$ cat config.mk
export PLATFORM = sky130hd
export DESIGN_NAME = instr_sequencer
export DESIGN_NICKNAME = d
export VERILOG_FILES = /design/src/rtl/instr_sequencer.sv
export SDC_FILE = /design/constraint.sdc
export NUM_CORES = 1
export LEC_CHECK = 0
export CAP_MARGIN = 20
export CORE_MARGIN = 2
export CORE_UTILIZATION = 25
export DETAILED_ROUTE_END_ITERATION = 6
export GPL_TIMING_DRIVEN = 0
export SETUP_SLACK_MARGIN = 0.5
export SLEW_MARGIN = 25
export SYNTH_ARGS = -nofsm -noshare
export SYNTH_HDL_FRONTEND = slang
export SYNTH_SLANG_ARGS = --single-unit
$ cat constraint.sdc
create_clock -name clk -period 2.6 [get_ports clk]
set_clock_uncertainty 0.1 [all_clocks]
set_input_delay 0.52 -clock clk [delete_from_list [all_inputs] [get_ports clk]]
set_output_delay 0.52 -clock clk [all_outputs]
set_load 0.03 [all_outputs]
$ cat src/rtl/instr_sequencer.sv
// instr_sequencer -- multi-cycle instruction sequencer for a simple RV32-style
// datapath. Walks IDLE -> FETCH -> DECODE -> EXECUTE -> [MEMORY] -> [WRITEBACK]
// and retires, with a sticky FAULT state for illegal opcodes and memory timeouts.
//
// Parameters:
//   DATA_WIDTH   width of the retired-instruction counter
//   MEM_WAIT_MAX consecutive mem_ready=0 cycles tolerated in FETCH/MEMORY (0 = no limit)
//
// Optional build macro:
//   INSTR_SEQ_PERF_CNT_EN  builds the retired-instruction counter; otherwise
//                          instr_count is tied to 0.
//
// Ports:
//   clk, rst            clock, synchronous active-high reset
//   start, halt_req     begin fetching from IDLE / stop after the retiring instruction
//   opcode[6:0]         instruction[6:0], valid from DECODE onward
//   mem_ready           memory completes the current access this cycle
//   ir_write, pc_write, regwrite, memread, memwrite, memtoreg   datapath strobes
//   busy, fault, state  status and encoded state
//   instr_count         retired-instruction count
module instr_sequencer #(
  parameter int unsigned DATA_WIDTH   = 32,
  parameter int unsigned MEM_WAIT_MAX = 15
) (
  input  logic                  clk,
  input  logic                  rst,
  input  logic                  start,
  input  logic                  halt_req,
  input  logic [6:0]            opcode,
  input  logic                  mem_ready,
  output logic                  ir_write,
  output logic                  pc_write,
  output logic                  regwrite,
  output logic                  memread,
  output logic                  memwrite,
  output logic                  memtoreg,
  output logic                  busy,
  output logic                  fault,
  output logic [2:0]            state,
  output logic [DATA_WIDTH-1:0] instr_count
);

  typedef enum logic [2:0] {
    S_IDLE      = 3'd0,
    S_FETCH     = 3'd1,
    S_DECODE    = 3'd2,
    S_EXECUTE   = 3'd3,
    S_MEMORY    = 3'd4,
    S_WRITEBACK = 3'd5,
    S_FAULT     = 3'd6
  } state_e;

  localparam logic [6:0] OP_R      = 7'b0110011;
  localparam logic [6:0] OP_I      = 7'b0010011;
  localparam logic [6:0] OP_LOAD   = 7'b0000011;
  localparam logic [6:0] OP_STORE  = 7'b0100011;
  localparam logic [6:0] OP_BRANCH = 7'b1100011;
  localparam logic [6:0] OP_JAL    = 7'b1101111;
  localparam logic [6:0] OP_JALR   = 7'b1100111;
  localparam logic [6:0] OP_LUI    = 7'b0110111;
  localparam logic [6:0] OP_AUIPC  = 7'b0010111;

  localparam int unsigned WAIT_W = (MEM_WAIT_MAX < 2) ? 1 : $clog2(MEM_WAIT_MAX + 1);
  // Value of the wait count on the last tolerated cycle; a further miss faults.
  localparam logic [WAIT_W-1:0] WAIT_LAST = WAIT_W'(MEM_WAIT_MAX - 1);

  state_e            state_q, state_d;
  logic [WAIT_W-1:0] wait_cnt_q, wait_cnt_d;

  logic is_load, is_store, is_branch, is_legal;
  logic retire, mem_wait;
  logic ir_write_raw, regwrite_raw, memread_raw, memwrite_raw, memtoreg_raw;

  always_comb begin
    is_load   = (opcode == OP_LOAD);
    is_store  = (opcode == OP_STORE);
    is_branch = (opcode == OP_BRANCH);
    is_legal  = (opcode inside {OP_R, OP_I, OP_LOAD, OP_STORE, OP_BRANCH,
                                OP_JAL, OP_JALR, OP_LUI, OP_AUIPC});
  end

  always_comb begin
    state_d      = state_q;
    wait_cnt_d   = wait_cnt_q;
    retire       = 1'b0;
    mem_wait     = 1'b0;
    ir_write_raw = 1'b0;
    regwrite_raw = 1'b0;
    memread_raw  = 1'b0;
    memwrite_raw = 1'b0;
    memtoreg_raw = 1'b0;

    unique case (state_q)
      S_IDLE: begin
        if (start) state_d = S_FETCH;
      end
      S_FETCH: begin
        memread_raw = 1'b1;
        if (mem_ready) begin
          ir_write_raw = 1'b1;
          state_d      = S_DECODE;
        end else begin
          mem_wait = 1'b1;
        end
      end
      S_DECODE: begin
        state_d = is_legal ? S_EXECUTE : S_FAULT;
      end
      S_EXECUTE: begin
        if (is_load || is_store) state_d = S_MEMORY;
        else if (is_branch)      retire  = 1'b1;
        else                     state_d = S_WRITEBACK;
      end
      S_MEMORY: begin
        memread_raw  = is_load;
        memwrite_raw = !is_load;
        if (mem_ready) begin
          if (is_load) state_d = S_WRITEBACK;
          else         retire  = 1'b1;
        end else begin
          mem_wait = 1'b1;
        end
      end
      S_WRITEBACK: begin
        regwrite_raw = 1'b1;
        memtoreg_raw = is_load;
        retire       = 1'b1;
      end
      S_FAULT: begin
        state_d = S_FAULT;
      end
      default: begin
        state_d = S_FAULT;
      end
    endcase

    if (retire) state_d = halt_req ? S_IDLE : S_FETCH;

    // A completed access (mem_ready=1) never reaches this branch, so a ready
    // arriving on the last tolerated cycle wins over the timeout.
    if (mem_wait) begin
      wait_cnt_d = wait_cnt_q + 1'b1;
      if ((MEM_WAIT_MAX != 0) && (wait_cnt_q == WAIT_LAST)) state_d = S_FAULT;
    end

    if (state_d != state_q) wait_cnt_d = '0;
  end

  always_ff @(posedge clk) begin
    if (rst) begin
      state_q    <= S_IDLE;
      wait_cnt_q <= '0;
    end else begin
      state_q    <= state_d;
      wait_cnt_q <= wait_cnt_d;
    end
  end

  // Outputs are forced quiet while rst is high, even before the reset edge.
  always_comb begin
    ir_write = ir_write_raw & ~rst;
    pc_write = retire       & ~rst;
    regwrite = regwrite_raw & ~rst;
    memread  = memread_raw  & ~rst;
    memwrite = memwrite_raw & ~rst;
    memtoreg = memtoreg_raw & ~rst;
    busy     = ~rst & (state_q != S_IDLE) & (state_q != S_FAULT);
    fault    = ~rst & (state_q == S_FAULT);
    state    = rst ? 3'd0 : state_q;
  end

`ifdef INSTR_SEQ_PERF_CNT_EN
  logic [DATA_WIDTH-1:0] instr_count_q, instr_count_d;

  always_comb begin
    instr_count_d = instr_count_q;
    if (retire) instr_count_d = instr_count_q + 1'b1;
  end

  always_ff @(posedge clk) begin
    if (rst) instr_count_q <= '0;
    else     instr_count_q <= instr_count_d;
  end

  assign instr_count = instr_count_q;
`else
  assign instr_count = '0;
`endif

endmodule

# After elaboration in Yosys (flattened, before gate mapping)
# Index checks and enable logic that the tools add are counted.
[word_totals] ff_bits=7 out_inout_bits=43
[op_classes] n_addsub=1 eq_ne=18 muxes=26 n_bitwise=10 reduce_logical=7
[ops] cell="$mux 3" n=11
[ops] cell="$eq 7x6->1 const B" n=3
[ops] cell="$eq 7x7->1 const B" n=3
[ops] cell="$pmux 3 s6" n=1
[ops] cell="$eq 7x5->1 const B" n=2
[ops] cell="$mux 1" n=12
[ops] cell="$and 1x1->1" n=9
[ops] cell="$eq 3x3->1 const B" n=3
[ops] cell="$reduce_bool 9->1" n=1
[ops] cell="$eq 7x2->1 const B" n=1
[ops] cell="$eq 3x2->1 const B" n=2
[ops] cell="$add 4x1->4 const B" n=1
[ops] cell="$eq 4x4->1 const B" n=1
[ops] cell="$reduce_or 2->1" n=2
[ops] cell="$eq 3x1->1 const B" n=1
[ops] cell="$logic_not 3->1" n=1
[ops] cell="$ne 3x3->1" n=1
[ops] cell="$ne 3x3->1 const B" n=1
[ops] cell="$pmux 1 s3" n=1
[ops] cell="$reduce_bool 3->1" n=1
[ops] cell="$pmux 1 s2" n=1
[ops] cell="$logic_not 1->1" n=1
[ops] cell="$logic_or 1x1->1" n=1
[ops] cell="$not 1->1" n=1

# Longest topological paths before layout
[depth] depth_word=9 depth_mapped=7 mapped_depth_nobuf=7

# Worst setup path before layout
# Ideal clock, no wire load.
[synth_path] path_kind="input -> output" startpoint="input opcode[3]" endpoint="output memread" arrival_time_ps=1862 path_slack_ps=118 path_stages=5 n_path_buf=0 cell_sequence="and4bb_1 > nand2_1 > nor2_1 > nand3_1 > a211oi_1"
[synth_via] elab_chain_len=3
[synth_lines] element="start, declared" line_no="29" text="input logic [6:0] opcode,"
[synth_lines] element="$eq 7x2->1" line_no="75" text="is_load = (opcode == OP_LOAD);"
[synth_lines] element="$pmux 1 s2" line_no="93" text="unique case (state_q)"
[synth_lines] element="$and 1x1->1" line_no="164" text="memread = memread_raw & ~rst;"
[synth_lines] element="end, declared" line_no="34" text="output logic memread,"
# No other way between the ends.

# Worst setup path after layout
[layout_path] startpoint="input opcode[3]" endpoint="output pc_write"
[layout_via] elab_chain_len=5 word_cells_on_any_way=10 cone_classes="eq/ne (3); mux (5); bitwise (1); reduce/logical (1)"
[layout_lines] element="$eq 7x2->1, or another cell as far along" line_no="75"
[layout_lines] element="$mux 1, or another cell as far along" line_no="118" text="if (is_load) state_d = S_WRITEBACK;"
[layout_lines] element="$mux 1 (on tied branches)" line_no="117, 110"
[layout_lines] element="$pmux 1 s3 (*)" line_no="93"
[layout_lines] element="$and 1x1->1 (*)" line_no="162" text="pc_write = retire & ~rst;"
[layout_lines] element="end, declared" line_no="32" text="output logic pc_write,"
# Mark *: on every way between the ends. The rest lies on a longest branch, timed or not.

==> reports/results.tsv <==
metric	value	unit
min_path_type	register to register	
worstSetupStartpointType	input port	
synth-edff-count	0	
p_per_area	379	nW/um^2
use_met3	3.60	%
endpoint_kind	output pin	
post-place-ws	-0.632	ns
sw_frac_of_total	42.3	%
worst_slack	0.366	ns
synth_top_area_share	26.5	%
syn_inst	131	
clk_pin_slew	0.04	ns
hpwl	1650	um
syn-cell-area	935	sq um
worst_path_max_delay_cell	and4bb_1	
ys_types	37	
synthTopCellsByArea	buf_4 27%, dfxtp_1 15%, nor2_1 5.6%	
use_met2	17.5	%
core	3630	sq um
met1_usage	14.7	%
grt_max_degree	11	
p_int	0.000355	W
crit_type	input port to output pin	
antenna_cells	0	
vias_per_cell	4.12	
die_w	65.1	um
routedWlPerCell	9.57	um
cap_viol_max_count	0	
period_needed	2.23	ns
period_share	85.9	%
firstDrtPassIters	4	
initial_core_util	25.7	%
die_area	4240	sq um
grt_pass1_wl	3810	um
status	completed	
die_h	65.1	um
yosysSeqAreaShare	15.0	%
max-vdd-ir-drop	0.150	mV
power_frac_seq	19.5	%
gp_congestion	0.792	
worstPathArrival	1.61	ns
initialDrtViolationCount	43	
area_delta_synth_final	73.9	%
grt-ovfl-total	0	
fin_nets	219	
path_buf_inv	4	
yosys_warnings	0	
crit_chain	buf_6 > and4bb_1 > buf_4 > buf_6 > a21oi_4 > a211oi_2 > nor2_2 > buf_6	
final_hold_viol_count	0	
drt-total-wl	2410	um
cp_top_family	buffers and inverters	
cts_tree	yes	
rsz0062_at_grt	true	
synth_commonest_cells	33 x buf_4, 14 x nor2_1, 11 x nand2_1	
critical-path-top-cell-by-count	buf_6	
cts_buffers	3	
p_switching	0.000261	W
power.leakage	0.798	nW
required	1.98	ns
gr-usage-all-layers	11.1	%
power	0.000616	W
drive_gt1_share	48.5	%
ios	55	
nFillCells	372	
clkLatencyLatePin	0.23	ns
rows	22	
setup_viol	0	
cts_sinks	7	
drc_errors	0	
cpPeakStageDelay	0.30	ns
cp_max_fo	3	
synth.avg_cell_area	7.13	sq um
synthMostInstantiatedCell	buf_4	
drtAntennaViolNets	0	
combPwrFrac	55.4	%
clk_path_buf_depth	2	
synthArstFlopShare	0	%
final-max-slew-violation-count	0	
portBuffers	22	
synth_top_area_cell	buf_4	
max_freq	448	MHz
grt_antenna_before_repair	0	
h-tree-depth	1	
synth_ff_type	dfxtp_1	
grt_pass1_vias	876	
clkPwrFrac	25.1	%
clockRootBuffer	clkbuf_8	
synth-seq-cells	7	
top_usage_layer	met2	
via_count	1037	
==> layer usage <==
| metal | share of wire, % | up-vias |
|---|---|---|
| met1 | 43 | 463 |
| met4 | 0.46 | 0 |
| met5 | 0 | - |
| li1 | - | 528 |
| met2 | 48 | 43 |
| met3 | 8.3 | 3 |
==> layout by cell type, fill, tap and decap left out, types with 2 or more instances in the layout <==
cell type	n
inv_1	5
ha_1	2
a21oi_2	4
a22oi_1	2
buf_4	49
dlygate4sd2_1	3
dfxtp_1	6
nor4_2	2
clkbuf_2	2
a211oi_2	2
nand3b_1	2
a211oi_1	2
a22oi_2	2
clkdlybuf4s50_1	2
nor2_1	11
buf_6	10
conb_1	32
nand2_1	10
clkdlybuf4s15_2	3
nand2b_1	3
clkbuf_8	4
nor2_2	2
nor2b_1	2
buf_2	3
nor3_2	2
nor3_1	4
xor2_1	2
a21oi_1	3
==> layout make-up <==
type	count	area, sq um	share of cell area [%]
plain buffers	37	279	17.2
clock buffers	3	41.3	2.54
clock inverters	1	5.00	0.308
inverters	5	18.8	1.15
multi-input cells	113	742	45.7
flip-flops and latches	7	141	8.70
well taps	48	60.1	3.70
repair buffers	38	338	20.8
==> cell families (layout without fill, tap and decap cells) <==
family,count (synthesis),after routing,share of synthesized area (%)
AND/OR/NAND/NOR,51,51,29.6
buffers and inverters,42,84,30.4
AO/OA/AOI/OAI,25,25,19.1
flip-flops,7,7,15.0
XOR/XNOR,3,3,2.81
adder cells (fa/ha/maj),2,2,2.68
other,1,32,0.401
==> power groups by stage <==
stage	clock, W	combinational, W	sequential (W)
2_1_floorplan	0	0.000234	0.000120
3_3_place_gp	0	0.000296	0.000121
3_5_place_dp	0	0.000295	0.000121
4_1_cts	0.000157	0.000324	0.000120
5_1_grt	0.000165	0.000367	0.000121
6_report	0.000154	0.000341	0.000120
==> through the flow <==
step                      util [%]  setup TNS, ns  instances  hold WS (ns)  cell area (sq um)
final                         44.7              0        252         0.453               1630
after CTS                     43.9              0        250         0.455               1590
after global routing          44.7              0        252         0.520               1630
after floorplan                  -              0        162         0.413               1070
after detailed placement      37.2          -2.93        232         0.438               1350
after global placement        37.2          -3.07        232         0.440               1350
==> worst paths after layout <==
kind,startpoint,slack [ns],endpoint,cells after the start
max,opcode[3],0.37,pc_write,8
min,wait_cnt_q[3],0.45,wait_cnt_q[3],3
max reg2reg,state_q[2],0.51,wait_cnt_q[3],7
min reg2reg,wait_cnt_q[3],0.45,wait_cnt_q[3],3
==> sequential cells by signal (all words and copies together) (netlist names) <==
signal / count
wait_cnt_q: 4
state_q: 3
==> tightest hold or removal path, stage by stage, from the launching register on <==
cell     delay [ns]
dfxtp_1        0.33
xor2_1         0.07
nand2_1        0.07
a21oi_2        0.03
==> what timing repair did <==
action                                  CTS  global route
pin swaps                                21             6
hold buffers                              0             0
setup buffers                            13             2
resized for setup                       107             8
endpoints found under the setup margin   15            12
gates cloned                              1             0
Note: power is estimated with default switching activity, not from simulation.
==> patch 1: new RTL, config.mk and constraints unchanged <==
Add a define of `INSTR_SEQ_PERF_CNT_EN`.
--- a/src/rtl/instr_sequencer.sv
+++ b/src/rtl/instr_sequencer.sv
@@ -19,4 +19,6 @@
 //   busy, fault, state  status and encoded state
 //   instr_count         retired-instruction count
+`define INSTR_SEQ_PERF_CNT_EN
+
 module instr_sequencer #(
   parameter int unsigned DATA_WIDTH   = 32,
Formal check against the unedited RTL: not equivalent (Yosys sat finds a counterexample within 10 cycles, from zero or initial values and one cycle with rst high).
==> patch 1 against the unedited design <==
  * Area after synthesis grew 140%
  * First-iteration DRC count grew to 2.6 times the old value
  * Global-route usage grew 3.6 points
  * Total power grew 120%
  * Non-clock buffer count grew 25
  * Worst setup slack lost 32 ps
  * Final area grew 130%
  * Routed wire length grew to 3.0 times the old value
  * Sequential cell count grew 32
  * Critical path type is now input port to register
  * Largest cell class unchanged
==> patch 1: results (changes against the unedited design) <==
- Global routing usage on met1: 0.1974 (was 0.1469)
- Clk Latency, worst-skew pair: 290 ps (was 230 ps)
- Vias per Instance: 5.293 (was 4.115)
- CTS Buf Count: 5 (was 3)
- Commonest cells in the synthesized netlist: dfxtp_1 (39), a21oi_1 (27), nor2_1 (21) (was buf_4 (33), nor2_1 (14), nand2_1 (11))
- Post-synthesis instance total: 276 (was 131)
- M3 GR Usage: 0.02482 (was 0.03596)
- Met2 Usage GRT: 0.2370 (was 0.1753)
- Post-synthesis cell type count: 47 (was 37)
- Crit Path Max Fanout: 6 (was 3)
- Sequential area share after synthesis: 0.3474 (was 0.1499)
- First-pass GRT wire length: 11970 microns (was 3808 microns)
- H-tree Lvls: 2 (was 1)
- Status: completed (unchanged)
- DRT iter0 DRCs: 112 (was 43)
- Largest register FFs: 32 (was 4)
- Share of cells above drive strength 1: 0.3624 (was 0.4853)
- Clk slew on worst S/H paths: 80 ps (was 40 ps)
- RD Place Congestion: 0.8476 (was 0.7915)
- Final wirelength: 7345 microns (was 2411 microns)
- Largest net degree at the start of global routing: 12 (was 11)
- Peak supply drop: 0.2168 mV (was 0.1499 mV)
- Reg-to-reg setup timing slack: 350 ps (was 510 ps)
- Largest cells by area after synthesis: dfxtp_1 (35%), a21oi_1 (6.0%), o31ai_1 (5.0%), or4_1 (5.0%), nor2_1 (3.5%) (was buf_4 (27%), dfxtp_1 (15%), nor2_1 (5.6%), nand2_1 (4.4%), a21oi_1 (4.3%))
- GRT Overall Usage: 0.1474 (was 0.1112)
- Placed insts: 437 (was 232)
- Leakage: 0.001349 uW (was 0.0007984 uW)
- DPL Wire Length: 4671 microns (was 1648 microns)
- Vias: 2514 (was 1037)
- Arr. time, crit path: 2390 ps (was 1610 ps)
- Nets: 381 (was 219)
- Number of global-route vias before repair: 2497 (was 876)
- PortBufs: 53 (was 22)
[patch 1: cells by family (layout without fill, tap and decap cells)]
family	after synthesis	after routing	share of synthesized area
simple gates	118	118	0.2985
compound gates	71	71	0.2127
flops	39	39	0.3474
buf+inv	25	116	0.04343
xor+xnor	14	14	0.05457
mux	6	6	0.02673
fa+ha+maj	3	3	0.01671
[patch 1: final cells by class]
| type | instances | area, sq um |
|---|---|---|
| multi-input combinational | 212 | 1702 |
| clock buffer | 7 | 76.32 |
| tap | 108 | 135.1 |
| timing repair buffer | 83 | 764.5 |
| clock inverter | 1 | 5.005 |
| fill | 843 | 5056 |
| inverter | 8 | 33.78 |
| buffer | 17 | 151.4 |
| sequential | 39 | 797.0 |
[patch 1: metrics by stage]
stage                     total power, uW  setup slack, ps  TNS [ps]  cell area, sq um  hold WS (ps)
after global routing                 1392            227.9         0              3665         438.8
after global placement              866.9           -818.3    -13370              2997         365.7
after detailed placement            870.2           -814.0    -14180              2997         377.1
final                                1335            333.4         0              3665         394.9
after CTS                            1299            302.3         0              3405         389.6
after floorplan                     793.8            296.5         0              2331         455.6
[patch 1: what timing repair did]
item,4_1_cts,5_1_grt
gates cloned,1,0
pin swaps,27,25
setup endpoints to repair,50,50
resized for setup,143,69
buffers inserted,20,9
[patch 1: power by group]
group          switching [uW]  leakage, uW  internal (uW)  total [uW]
logic                     172     0.000988            141         313
clock network             212    0.0000422            189         400
registers                14.2     0.000319            608         622
[patch 1: worst paths after layout]
path	from	to	cells after the start
min reg2reg	instr_count[31]	instr_count[31]	2
max reg2reg	state_q[2]	instr_count[18]	6
max	opcode[2]	instr_count[31]	8
min	instr_count[31]	instr_count[31]	2
[patch 1: routing by layer]
layer	vias to the layer above	part of all wire
met1	1208	0.46
li1	1222	-
met4	0	0.026
met5	-	0
met2	67	0.47
met3	17	0.047
[patch 1: worst max-delay path, cell delays in order]
cell,delay (ps)
buf_6,90
nand4bb_4,210
buf_6,150
o41a_1,460
a21o_4,270
buf_6,140
or4_4,410
a21oi_2,130
==> patch 2: new RTL, config.mk and constraints unchanged <==
Without the edit above. Register the output `fault`, cleared by the reset; this adds one clock of latency there. The other outputs are not delayed to match.
--- a/src/rtl/instr_sequencer.sv
+++ b/src/rtl/instr_sequencer.sv
@@ -65,4 +65,6 @@
   localparam logic [WAIT_W-1:0] WAIT_LAST = WAIT_W'(MEM_WAIT_MAX - 1);
 
+  logic fault_d;
+
   state_e            state_q, state_d;
   logic [WAIT_W-1:0] wait_cnt_q, wait_cnt_d;
@@ -166,5 +168,5 @@
     memtoreg = memtoreg_raw & ~rst;
     busy     = ~rst & (state_q != S_IDLE) & (state_q != S_FAULT);
-    fault    = ~rst & (state_q == S_FAULT);
+    fault_d  = ~rst & (state_q == S_FAULT);
     state    = rst ? 3'd0 : state_q;
   end
@@ -188,4 +190,12 @@
 `endif
 
+  always_ff @(posedge clk) begin
+    if (rst) begin
+      fault <= '0;
+    end else begin
+      fault <= fault_d;
+    end
+  end
+
 endmodule
 
Function: changed (a bounded check fails within 4 cycles, from zero or initial values and one cycle with rst high).
==> patch 2 against the unedited design <==
  * Critical path type unchanged
  * Routed wire length is 7.1% higher
  * Count of clock-buffer cells in the layout stayed put
  * Final area is 6.6% higher
  * Non-clock buffer count is 1 higher
  * Total power is 9.7% higher
  * Sequential cell count is 1 higher
  * Cell count is 4.0% higher
  * Worst setup slack better by 22 ps
  * Fmax is 0.99% higher
  * Highest routed layer unchanged
  * Area after synthesis is 15% higher
  * Combinational power is 13% higher
==> patch 2: results (changes against the unedited design) <==
- Crit path from: opcode[2] (was opcode[3])
- Met2 Usage GRT: 0.1784 (was 0.1753)
- DRT iter0 DRCs: 23 (was 43)
- Number of global-route vias before repair: 937 (was 876)
- Post-synthesis compound-gate area fraction: 0.1500 (was 0.1914)
- M3 GR Usage: 0.02035 (was 0.03596)
- CTS Buf Count: 3 (unchanged)
- Async set-reset flop share out of synthesis: 0 (unchanged)
- Leakage: 0.0008323 uW (was 0.0007984 uW)
- Top_reg_cell synth: dfxtp_1 (unchanged)
- Top delay family on crit path: buffers and inverters (unchanged)
- Reg-to-reg setup timing slack: 650 ps (was 510 ps)
- Reg-to-reg startpoint: state_q[1] (was state_q[2])
- Share of cells above drive strength 1: 0.4528 (was 0.4853)
- Vias: 1054 (was 1037)
- N_diodes: 0 (unchanged)
- Fillcell total: 411 (was 372)
- Tmin final: 2213 ps (was 2234 ps)
- Xor/xnor share of the synthesized area: 0.04070 (was 0.02811)
- RD Place Congestion: 0.7542 (was 0.7915)
- Initial antenna violation count: 0 (unchanged)
- Hold_buf cts: 0 (unchanged)
- Sequential area share after synthesis: 0.1488 (was 0.1499)
- Peak supply drop: 0.1500 mV (was 0.1499 mV)
- Worst hold start: wait_cnt_q[2] (was wait_cnt_q[3])
- Largest registers: wait_cnt_q (4), state_q (3), fault (1) (was wait_cnt_q (4), state_q (3))
- First-pass GRT wire length: 4264 microns (was 3808 microns)
- Crit Path Max Fanout: 2 (was 3)
- Max incr delay on CP: 280 ps (was 300 ps)
- Dpl ws: -617.9 ps (was -632.1 ps)
- HP Class: register to register (unchanged)
- Mux share of post-synthesis cell area: 0.03721 (was 0)
- Synth Area in Adders: 0.02326 (was 0.02677)
- Global routing usage on met1: 0.1355 (was 0.1469)
- Final Setup Violations: 0 (unchanged)
- Status: completed (unchanged)
- H-tree Lvls: 1 (unchanged)
- R2R Path End: wait_cnt_q[1] (was wait_cnt_q[3])
- Largest cells by area after synthesis: buf_4 (23%), dfxtp_1 (15%), nor2_1 (4.9%), nand2_1 (3.8%), mux2i_1 (3.7%) (was buf_4 (27%), dfxtp_1 (15%), nor2_1 (5.6%), nand2_1 (4.4%), a21oi_1 (4.3%))
- Post-synthesis cell type count: 42 (was 37)
- Reg2reg path depth: 8 (was 7)
- DPL Wire Length: 1910 microns (was 1648 microns)
- Commonest cells in the synthesized netlist: buf_4 (33), nor2_1 (14), nand2_1 (11) (unchanged)
- Nets: 228 (was 219)
- Final wirelength: 2581 microns (was 2411 microns)
- GRT Overall Usage: 0.1086 (was 0.1112)
-- patch 2: cell count changes after synthesis, sizes merged, moves of 2 or more --
cell / delta
a21oi: -5
mux2i: +4
nand3: +4
xnor2: +3
nand2b: +2
nor2: +2
nor4: +2
o21ai: -2
or2b: -2
-- patch 2: final cells by class --
type,instances,share of cell area
multi-input combinational,120,0.4773
sequential,8,0.09242
inverter,5,0.01083
buffer,37,0.1682
timing repair buffer,39,0.1913
tap,50,0.03610
clock buffer,3,0.02383
-- patch 2: power by group --
part           internal [uW]  switching [uW]  total, uW
Clock                    101            52.3        153
Combinational            162             221        384
Sequential               131            8.44        139
Total                    394             282        676
-- patch 2: repair_timing --
| item | 4_1_cts | 5_1_grt |
|---|---|---|
| gates cloned | 0 | 0 |
| gates resized for setup | 108 | 5 |
| setup endpoints to repair | 14 | 12 |
| pin swaps | 14 | 3 |
| buffers inserted | 17 | 0 |
-- patch 2: worst min path at each step --
stage                                to  slack [ps]  depth (start not counted)
after floorplan           wait_cnt_q[2]         480                          3
after global placement    wait_cnt_q[2]         510                          3
after detailed placement  wait_cnt_q[2]         510                          3
after CTS                 wait_cnt_q[2]         520                          3
after global routing      wait_cnt_q[2]         570                          3
final                     wait_cnt_q[2]         510                          3
-- patch 2: worst reg2reg max path, cell delays in order, from the launching register on --
cell and delay [ps]:
dfxtp_1 440, nand2b_2 150, nor4_4 320, a211oi_4 80, buf_4 140, buf_4 140, o211a_4 150, nor2_4 170
mux2i_1 200
-- patch 2: per-stage QoR --
stage / setup TNS (ps) / cells / area, sq um
floorplan: 0 / 170 / 1206
global placement: -3435 / 242 / 1489
detailed placement: -3262 / 242 / 1489
CTS: 0 / 262 / 1720
global route: 0 / 262 / 1733
finish: 0 / 262 / 1733
-- patch 2: cells by family after synthesis --
family / count (synthesis)
compound gates: 18
xor+xnor: 5
fa+ha+maj: 2
buf+inv: 42
flops: 8
mux: 4
other cells: 1
simple gates: 59
-- patch 2: metal layers --
| layer | share of wire | wire [microns] | up-vias |
|---|---|---|---|
| li1 | - | - | 562 |
| met5 | 0 | 0 | - |
| met1 | 0.45 | 1173 | 450 |
| met4 | 0.022 | 58 | 0 |
| met2 | 0.46 | 1188 | 37 |
| met3 | 0.062 | 160 | 5 |
